## config.mk

```make
export PLATFORM = sky130hd
export DESIGN_NAME = alu_sequencer
export DESIGN_NICKNAME = d
export VERILOG_FILES = /design/src/rtl/alu_sequencer.sv
export SDC_FILE = /design/constraint.sdc
export NUM_CORES = 1
export LEC_CHECK = 0
export CORE_ASPECT_RATIO = 0.75
export CORE_UTILIZATION = 25
export DETAILED_ROUTE_END_ITERATION = 10
export GPL_ROUTABILITY_DRIVEN = 0
export PLACE_DENSITY = 0.58
export SKIP_CTS_REPAIR_TIMING = 1
export SKIP_LAST_GASP = 1
export SLEW_MARGIN = 5
export SYNTH_ARGS = -nofsm -noshare
export SYNTH_HDL_FRONTEND = slang
export SYNTH_SLANG_ARGS = --single-unit
export TNS_END_PERCENT = 10
```

## constraint.sdc

```tcl
create_clock -name clk -period 3.2 [get_ports clk]
set_input_delay 0.48 -clock clk [delete_from_list [all_inputs] [get_ports clk]]
set_output_delay 0.48 -clock clk [all_outputs]
set_load 0.02 [all_outputs]
```

## src/rtl/alu_sequencer.sv

```systemverilog
// alu_sequencer
//   Multicycle issue/control stage that drives the RV32I ALU. It accepts one
//   decoded instruction bundle and sequences one ALU cycle (ALU-type ops and
//   jumps) or two ALU cycles (branches: compare, then target). It then
//   presents the writeback value, next PC and branch decision.
//
// Ports
//   clk, rst          clock, synchronous active-high reset
//   in_valid/in_ready bundle handshake (opcode, funct3, funct7_5, rs1_val,
//                     rs2_val, imm, pc)
//   alu_operation/lhs/rhs   drive to the ALU
//   alu_result/zero         combinational return from the ALU
//   out_valid/out_ready     result handshake (rd_value, rd_write, next_pc,
//                           branch_taken, illegal)
module alu_sequencer #(
  parameter int XLEN = 32,
  parameter int OLEN = 4
) (
  input  logic            clk,
  input  logic            rst,
  input  logic            in_valid,
  output logic            in_ready,
  input  logic [6:0]      opcode,
  input  logic [2:0]      funct3,
  input  logic            funct7_5,
  input  logic [XLEN-1:0] rs1_val,
  input  logic [XLEN-1:0] rs2_val,
  input  logic [XLEN-1:0] imm,
  input  logic [XLEN-1:0] pc,
  output logic [OLEN-1:0] alu_operation,
  output logic [XLEN-1:0] alu_lhs,
  output logic [XLEN-1:0] alu_rhs,
  input  logic [XLEN-1:0] alu_result,
  input  logic            alu_zero,
  output logic            out_valid,
  input  logic            out_ready,
  output logic [XLEN-1:0] rd_value,
  output logic            rd_write,
  output logic [XLEN-1:0] next_pc,
  output logic            branch_taken,
  output logic            illegal
);

  localparam logic [1:0] S_IDLE   = 2'd0;
  localparam logic [1:0] S_EXEC   = 2'd1;
  localparam logic [1:0] S_TARGET = 2'd2;
  localparam logic [1:0] S_DONE   = 2'd3;

  localparam logic [6:0] OPC_OP     = 7'b0110011;
  localparam logic [6:0] OPC_OP_IMM = 7'b0010011;
  localparam logic [6:0] OPC_LUI    = 7'b0110111;
  localparam logic [6:0] OPC_AUIPC  = 7'b0010111;
  localparam logic [6:0] OPC_JAL    = 7'b1101111;
  localparam logic [6:0] OPC_JALR   = 7'b1100111;
  localparam logic [6:0] OPC_BRANCH = 7'b1100011;

  localparam logic [OLEN-1:0] ALU_ADD  = OLEN'(0);
  localparam logic [OLEN-1:0] ALU_SUB  = OLEN'(1);
  localparam logic [OLEN-1:0] ALU_SLT  = OLEN'(2);
  localparam logic [OLEN-1:0] ALU_SLTU = OLEN'(3);
  localparam logic [OLEN-1:0] ALU_AND  = OLEN'(4);
  localparam logic [OLEN-1:0] ALU_OR   = OLEN'(5);
  localparam logic [OLEN-1:0] ALU_XOR  = OLEN'(6);
  localparam logic [OLEN-1:0] ALU_SL   = OLEN'(7);
  localparam logic [OLEN-1:0] ALU_SRL  = OLEN'(8);
  localparam logic [OLEN-1:0] ALU_SRA  = OLEN'(9);

  logic [1:0]      state_reg;
  logic [6:0]      opcode_reg;
  logic [2:0]      funct3_reg;
  logic            funct7_5_reg;
  logic [XLEN-1:0] rs1_reg;
  logic [XLEN-1:0] rs2_reg;
  logic [XLEN-1:0] imm_reg;
  logic [XLEN-1:0] pc_reg;

  logic [XLEN-1:0] rd_value_reg;
  logic            rd_write_reg;
  logic [XLEN-1:0] next_pc_reg;
  logic            branch_taken_reg;
  logic            illegal_reg;

  logic [XLEN-1:0] pc4;
  logic [XLEN-1:0] rhs_sel;
  logic            opcode_ok;
  logic            branch_f3_ok;
  logic            taken_next;

  assign pc4 = pc_reg + XLEN'(4);

  assign in_ready     = (state_reg == S_IDLE);
  assign out_valid    = (state_reg == S_DONE);
  assign rd_value     = rd_value_reg;
  assign rd_write     = rd_write_reg;
  assign next_pc      = next_pc_reg;
  assign branch_taken = branch_taken_reg;
  assign illegal      = illegal_reg;

  // Decided on the incoming opcode so unsupported bundles skip EXEC entirely.
  always_comb begin
    case (opcode)
      OPC_OP, OPC_OP_IMM, OPC_LUI, OPC_AUIPC,
      OPC_JAL, OPC_JALR, OPC_BRANCH: opcode_ok = 1'b1;
      default:                       opcode_ok = 1'b0;
    endcase
  end

  // funct3 010/011 are not branch encodings.
  assign branch_f3_ok = (funct3_reg[2:1] != 2'b01);

  // beq/bge/bgeu are taken on a zero compare result, bne/blt/bltu on nonzero.
  // funct3[0] and funct3[2] together flip the sense of alu_zero.
  assign taken_next = alu_zero ^ funct3_reg[0] ^ funct3_reg[2];

  // ALU drive; IDLE and DONE leave it at add 0,0.
  always_comb begin
    alu_operation = ALU_ADD;
    alu_lhs       = '0;
    alu_rhs       = '0;
    rhs_sel       = (opcode_reg == OPC_OP) ? rs2_reg : imm_reg;
    if (state_reg == S_EXEC) begin
      case (opcode_reg)
        OPC_OP, OPC_OP_IMM: begin
          alu_lhs = rs1_reg;
          alu_rhs = rhs_sel;
          case (funct3_reg)
            3'b000: alu_operation = (opcode_reg == OPC_OP && funct7_5_reg) ? ALU_SUB : ALU_ADD;
            3'b001: begin
              alu_operation = ALU_SL;
              alu_rhs       = {{(XLEN-5){1'b0}}, rhs_sel[4:0]};
            end
            3'b010: alu_operation = ALU_SLT;
            3'b011: alu_operation = ALU_SLTU;
            3'b100: alu_operation = ALU_XOR;
            3'b101: begin
              alu_operation = funct7_5_reg ? ALU_SRA : ALU_SRL;
              alu_rhs       = {{(XLEN-5){1'b0}}, rhs_sel[4:0]};
            end
            3'b110: alu_operation = ALU_OR;
            3'b111: alu_operation = ALU_AND;
          endcase
        end
        OPC_LUI: alu_rhs = imm_reg;
        OPC_AUIPC, OPC_JAL: begin
          alu_lhs = pc_reg;
          alu_rhs = imm_reg;
        end
        OPC_JALR: begin
          alu_lhs = rs1_reg;
          alu_rhs = imm_reg;
        end
        OPC_BRANCH: begin
          alu_lhs = rs1_reg;
          alu_rhs = rs2_reg;
          case (funct3_reg[2:1])
            2'b10:   alu_operation = ALU_SLT;
            2'b11:   alu_operation = ALU_SLTU;
            default: alu_operation = ALU_SUB;
          endcase
        end
        default: ;
      endcase
    end else if (state_reg == S_TARGET) begin
      alu_lhs = pc_reg;
      alu_rhs = imm_reg;
    end
  end

  always_ff @(posedge clk) begin
    if (rst) begin
      state_reg        <= S_IDLE;
      opcode_reg       <= '0;
      funct3_reg       <= '0;
      funct7_5_reg     <= 1'b0;
      rs1_reg          <= '0;
      rs2_reg          <= '0;
      imm_reg          <= '0;
      pc_reg           <= '0;
      rd_value_reg     <= '0;
      rd_write_reg     <= 1'b0;
      next_pc_reg      <= '0;
      branch_taken_reg <= 1'b0;
      illegal_reg      <= 1'b0;
    end else begin
      case (state_reg)
        S_IDLE: begin
          if (in_valid) begin
            opcode_reg       <= opcode;
            funct3_reg       <= funct3;
            funct7_5_reg     <= funct7_5;
            rs1_reg          <= rs1_val;
            rs2_reg          <= rs2_val;
            imm_reg          <= imm;
            pc_reg           <= pc;
            rd_value_reg     <= '0;
            rd_write_reg     <= 1'b0;
            branch_taken_reg <= 1'b0;
            if (opcode_ok) begin
              illegal_reg <= 1'b0;
              next_pc_reg <= '0;
              state_reg   <= S_EXEC;
            end else begin
              // pc_reg is not loaded yet, so increment the incoming pc.
              illegal_reg <= 1'b1;
              next_pc_reg <= pc + XLEN'(4);
              state_reg   <= S_DONE;
            end
          end
        end
        S_EXEC: begin
          case (opcode_reg)
            OPC_JAL, OPC_JALR: begin
              rd_value_reg <= pc4;
              rd_write_reg <= 1'b1;
              next_pc_reg  <= (opcode_reg == OPC_JALR) ?
                              {alu_result[XLEN-1:1], 1'b0} : alu_result;
              state_reg    <= S_DONE;
            end
            OPC_BRANCH: begin
              if (branch_f3_ok) begin
                branch_taken_reg <= taken_next;
                state_reg        <= S_TARGET;
              end else begin
                illegal_reg <= 1'b1;
                next_pc_reg <= pc4;
                state_reg   <= S_DONE;
              end
            end
            default: begin
              // OP, OP-IMM, LUI, AUIPC
              rd_value_reg <= alu_result;
              rd_write_reg <= 1'b1;
              next_pc_reg  <= pc4;
              state_reg    <= S_DONE;
            end
          endcase
        end
        S_TARGET: begin
          next_pc_reg  <= branch_taken_reg ? alu_result : pc4;
          rd_value_reg <= '0;
          rd_write_reg <= 1'b0;
          state_reg    <= S_DONE;
        end
        S_DONE: begin
          if (out_ready) begin
            state_reg <= S_IDLE;
          end
        end
      endcase
    end
  end

endmodule

```

==> results.cfg <==
[floorplanning]
die_h_um = 183
initial_core_util = 0.257
die-area_mm2 = 0.0445
die_w_um = 243
rows = 65
coreArea_mm2 = 0.0425
io_pins = 313

[clock_network]
clockBufferDepth = 3
root_buffer = clkbuf_16
htree_levels = 1
cts_buffers = 25
clock_latency_ps = 540
clock_sinks = 208
cts_tree = yes
clk_pin_slew_ps = 60

[worst_hold_path]
hp-start = rst
hp-class = input port to register

[setup_path]
cpPeakStageDelay_ps = 650
worstReg2RegStart = state_reg[1]
startpoint = opcode_reg[3]
critPathArrivalTime_ps = 2860
worstSetupStartpointType = register
crit_chain = or3b_4 -> o22ai_2 -> and2_2 -> a21oi_1 -> nor3_1 -> clkdlybuf4s50_1
endpoint_kind = output pin
worst-path-max-fanout = 9
cpMaxStageDelayCell = clkdlybuf4s50_1
required_ps = 2720
crit_type = register to output pin

[pwr]
power_density_mw_per_mm2 = 726
p_leak_nw = 5.80
vdd_drop_max_mv = 0.421

[drt]
first_iter_violations = 1291
dr_wl_met3_um = 3580
wl_met2_um = 21500
num_vias = 12400
via_per_inst = 5.26
met1Wirelength_um = 22000
dr.pass1.iters = 6
wirelength_um = 48400
routedWlPerCell_um = 20.6
drt.antenna.violating_nets = 0
routed.top_layer = met5
drc = 0

[sta]
max_freq_ghz = 0.299
tightest_slew_ps = 980
hold_violations = 0
period_minus_slack_ps = 3340
drv_slew = 0
holdWs_ps = 189
rsz0062_at_grt = true
finClkSkew_ps = 11.2
min_period_over_period = 1.04
timing.slew.headroom = 0.346
finalSetupViolations = 60
setup_tns_ps = -4120
setup_slack_ps = -142

[layout]
fin_cells = 2355
nets = 1949
layout-drive-gt1-share = 0.0790
area_growth_pct = 44.5
utilization = 0.371

[grt]
grt_pass1_vias = 11400
grt_pass1_wl_um = 71000
grt_antenna_before_repair = 5
grt_max_degree = 76
grtUsageTotal = 0.206
gr-total-overflow = 0

[place]
dp.final_hpwl_um = 35900
dp_cells = 2306
portBuffers = 312

[run_status]
outcome = complete, but fails checks
violations = setup timing

[synthesis]
async_reset_ff_frac = 0
ys_seq_elements = 208
synth_seq_area_share = 0.381
synth_fp_nets = 1665
synth_cells = 1483
synth_edf_count = 0
netlist_area_mm2 = 0.0109
synth_ff_type = dfxtp_1
synth_warnings = 0
syn_area_per_cell_um2 = 7.36
netlist-cell-type-count = 71

[run]
maxCapViolCount = 0
critical path, delay by kind of cell, from the launching register on:
kind                   cells  cell delay, ps
flip-flops                 1             310
AND/OR/NAND/NOR            3            1010
buffers and inverters      1             650
AO/OA/AOI/OAI              2             350
cell type report:
class                           instances  area, µm²
Fill cell                            4423      26800
Multi-Input combinational cell       1134       6250
Sequential cell                       208       4170
Timing Repair Buffer                  382       3810
Clock buffer                           34        719
Tap cell                              569        712
Clock inverter                         10       62.6
Inverter                               16       60.1
Antenna cell                            2       5.00
per-stage QoR:
stage	instance area, µm²	setup slack (ps)	power (mW)
after floorplan	10900	633	6.31
after global routing	15800	-281	12.1
after CTS	15700	-442	11.4
after global placement	14900	211	8.52
after detailed placement	14900	153	8.60
final	15800	-142	11.5
worst paths after layout:
kind	endpoint	slack, ps	cells past startpoint
min	next_pc[28]	190	2
max reg2reg	next_pc[18]	620	9
max	alu_lhs[24]	-140	6
min reg2reg	rd_value[4]	450	2
synthesized netlist by cell type, types with 11 or more instances:
| cell type | number | area (µm²) |
|---|---|---|
| dfxtp_1 | 208 | 4160 |
| o21ai_0 | 80 | 400 |
| xnor2_1 | 15 | 131 |
| a22oi_1 | 29 | 218 |
| clkbuf_1 | 110 | 413 |
| nand4_1 | 23 | 144 |
| a311oi_1 | 17 | 149 |
| inv_1 | 16 | 60.1 |
| nor2_1 | 70 | 263 |
| a22o_1 | 39 | 342 |
| and4_1 | 11 | 96.3 |
| xor2_1 | 12 | 105 |
| o31a_1 | 19 | 166 |
| nor4_1 | 22 | 138 |
| a211oi_1 | 13 | 97.6 |
| and2_1 | 14 | 87.6 |
| nand3_1 | 28 | 140 |
| nand2_1 | 352 | 1320 |
| nor3_1 | 36 | 180 |
| a21oi_1 | 216 | 1080 |
kinds of logic (layout without fill, tap and decap cells):
kind of cell	count (synthesis)	count (layout)	synth area share
buffers and inverters	141	442	0.0510
xor gates and xnor gates	27	27	0.0217
muxes	13	13	0.0126
adders and majority gates	6	6	0.00688
AOI/OAI and AO/OA	481	481	0.276
and+or+nand+nor	607	607	0.251
DFF	208	208	0.381
other	0	2	0
power by group:
| group | total [mW] | switching [mW] | internal [mW] |
|---|---|---|---|
| combinational | 5.07 | 3.08 | 1.99 |
| sequential | 3.59 | 0.457 | 3.14 |
| clock | 2.78 | 1.21 | 1.57 |
metal layers:
metal / vias up / global-route usage
met3: 77 / 0.0426
met2: 475 / 0.322
met1: 5940 / 0.286
met5: - / 0
met4: 6 / 0.0564
li1: 5878 / -
cell usage in the layout (no fill, tap or decap), types with 11 or more instances in the layout:
cell / netlist / final
nand2_1: 352 / 351
and4_1: 11 / 11
nor3_1: 36 / 36
nor2_1: 70 / 68
xor2_1: 12 / 12
nand3_1: 28 / 28
a22oi_1: 29 / 29
a22o_1: 39 / 39
dlymetal6s2s_1: 0 / 23
clkbuf_16: 0 / 26
xnor2_1: 15 / 15
dfxtp_1: 208 / 207
clkdlybuf4s50_1: 0 / 283
o21ai_0: 80 / 80
a311oi_1: 17 / 17
nor4_1: 22 / 22
nand4_1: 23 / 23
a211oi_1: 13 / 13
buf_4: 0 / 60
inv_1: 16 / 16
a21oi_1: 216 / 215
and2_1: 14 / 12
o31a_1: 19 / 19
(Power assumes the default switching activity.)
==> patch: new RTL, same flow settings <==
Change the parameter `OLEN` from 4 to 5.
--- a/src/rtl/alu_sequencer.sv
+++ b/src/rtl/alu_sequencer.sv
@@ -14,7 +14,7 @@
 //                           branch_taken, illegal)
 module alu_sequencer #(
   parameter int XLEN = 32,
-  parameter int OLEN = 4
+  parameter int OLEN = 5
 ) (
   input  logic            clk,
   input  logic            rst,
Interface: changed (resized alu_operation); port bits go from 313 to 314. No check against the original RTL was run, so the function may have changed too.
==> patch against the unedited design <==
- the flow still finishes with violations (negative setup slack)
- worst setup slack lost 0.010 ns
- total power grew 3.1%
- largest cell class unchanged
- sequential cell count is the same
- wire length shrank 0.83%
- sequential power is essentially flat
- global-route usage shrank 0.24 points
- area after synthesis grew 0.10%
- final area grew 0.42%
==> patch: results <==
set metrics [dict create \
    r2r_slack_ns 0.35 \
    ys_warn_count 0 \
    synth-compound-area-share 0.276 \
    ys.flop_type "dfxtp_1" \
    status "finished, violations left" \
    setup_ws_ns -0.152 \
    hold_start "rst" \
    ys_async_sr_fraction 0 \
    cp.arrival_ns 2.87 \
    min_to "pc_reg[26]" \
    grt_pass1_vias 11300 \
    ys_seq_area_frac 0.381 \
    synth_mux_area_frac 0.0126 \
    wl_um 48000 \
    vdd_drop_max_mv 0.327 \
    violations "negative setup slack" \
    vias_per_cell 5.24 \
    setup_viol 59 \
    max_slew.worst_pin.slew_ns 0.847 \
    timing.rr.end "next_pc[10]" \
    first_iter_violations 1011 \
    clock_skew_ns 0.0140 \
    grt_usage 0.204 \
    grt_pass1_wl_um 70300 \
    hpwl_um 35100 \
    nNetsFinal 1938 \
    clockRootBuffer "clkbuf_16" \
    placed_cells 2293 \
    antenna_found_initial 6 \
    dr.pass1.iters 6 \
    grt_max_degree 76 \
    synth_common_cells "nand2_1, a21oi_1, dfxtp_1, clkbuf_1, o21ai_0" \
    synth_adder_area_share 0.00687 \
    ys_top_cells_by_area "dfxtp_1, nand2_1, a21oi_1, clkbuf_1, o21ai_0" \
    r2r_cells 7 \
    leakagePower_uw 0.00581 \
    synth_xor_area_frac 0.0216 \
    insertion_delay_ns 0.54 \
    synthCells 1485 \
    drive_above_1_share 0.0739 \
    setup_tns_ns -3.36 \
    portBuffers 312 \
    synth_nets 1667 \
    numCtsBuffers 25 \
    clk_pin_slew_ns 0.06 \
    synth.distinct_cells 73 \
    path_max_fanout 32 \
    vias 12300 \
    nFillCells 4465 \
]
-- patch: cell count changes after synthesis --
cell	change
conb_1	+1
buf_4	+1
-- patch: worst max-delay path by stage --
stage	start	end	slack, ns	cells past startpoint
after detailed placement	opcode_reg[4]	alu_rhs[16]	0.13	7
after floorplan	opcode_reg[4]	alu_lhs[30]	0.63	6
after CTS	opcode_reg[4]	alu_rhs[16]	-0.47	7
final	opcode_reg[6]	alu_lhs[3]	-0.15	7
after global placement	opcode_reg[4]	alu_rhs[28]	0.20	7
after global routing	opcode_reg[4]	alu_rhs[2]	-0.26	7
-- patch: worst max-delay path, cell delays in order, from the launching register on --
cell and delay (ns):
dfxtp_1 0.32, or3b_4 0.43, o21a_1 0.19, o21ai_2 0.15, buf_12 0.23, a22oi_1 0.09
nor2_1 0.23, clkdlybuf4s50_1 0.67
-- patch: metal layers --
| metal | global-route usage | share of wire |
|---|---|---|
| met1 | 0.280 | 0.45 |
| met2 | 0.315 | 0.44 |
| met3 | 0.0461 | 0.079 |
| met4 | 0.0639 | 0.031 |
| met5 | 0 | 0.00081 |
-- patch: where the power goes --
part / internal (uW) / switching, uW / leakage, uW
clock network: 1870 / 1180 / 0.000437
registers: 3140 / 458 / 0.00170
logic: 2030 / 3140 / 0.00367
-- patch: layout make-up --
class / count / area (sq um) / area share
Multi-Input combinational cell: 1135 / 6250 / 0.394
Sequential cell: 208 / 4170 / 0.263
Timing Repair Buffer: 370 / 3770 / 0.238
Clock buffer: 35 / 753 / 0.0475
Tap cell: 569 / 712 / 0.0449
Clock inverter: 9 / 126 / 0.00797
Inverter: 16 / 60.1 / 0.00379
Antenna cell: 2 / 5.00 / 0.000316
-- patch: cell families after synthesis --
kind of cell / after synthesis
simple gates: 607
compound gates: 481
flops: 208
buf+inv: 142
xor+xnor: 27
mux: 13
fa+ha+maj: 6
other cells: 1
-- patch: per-stage QoR --
stage               worst slack (ns)  instance area, sq um  hold slack [ns]
floorplan                      0.633                 10900            0.433
global placement               0.198                 14800            0.443
detailed placement             0.129                 14800            0.446
CTS                           -0.466                 15700            0.394
global route                  -0.258                 15800            0.425
finish                        -0.152                 15800            0.395
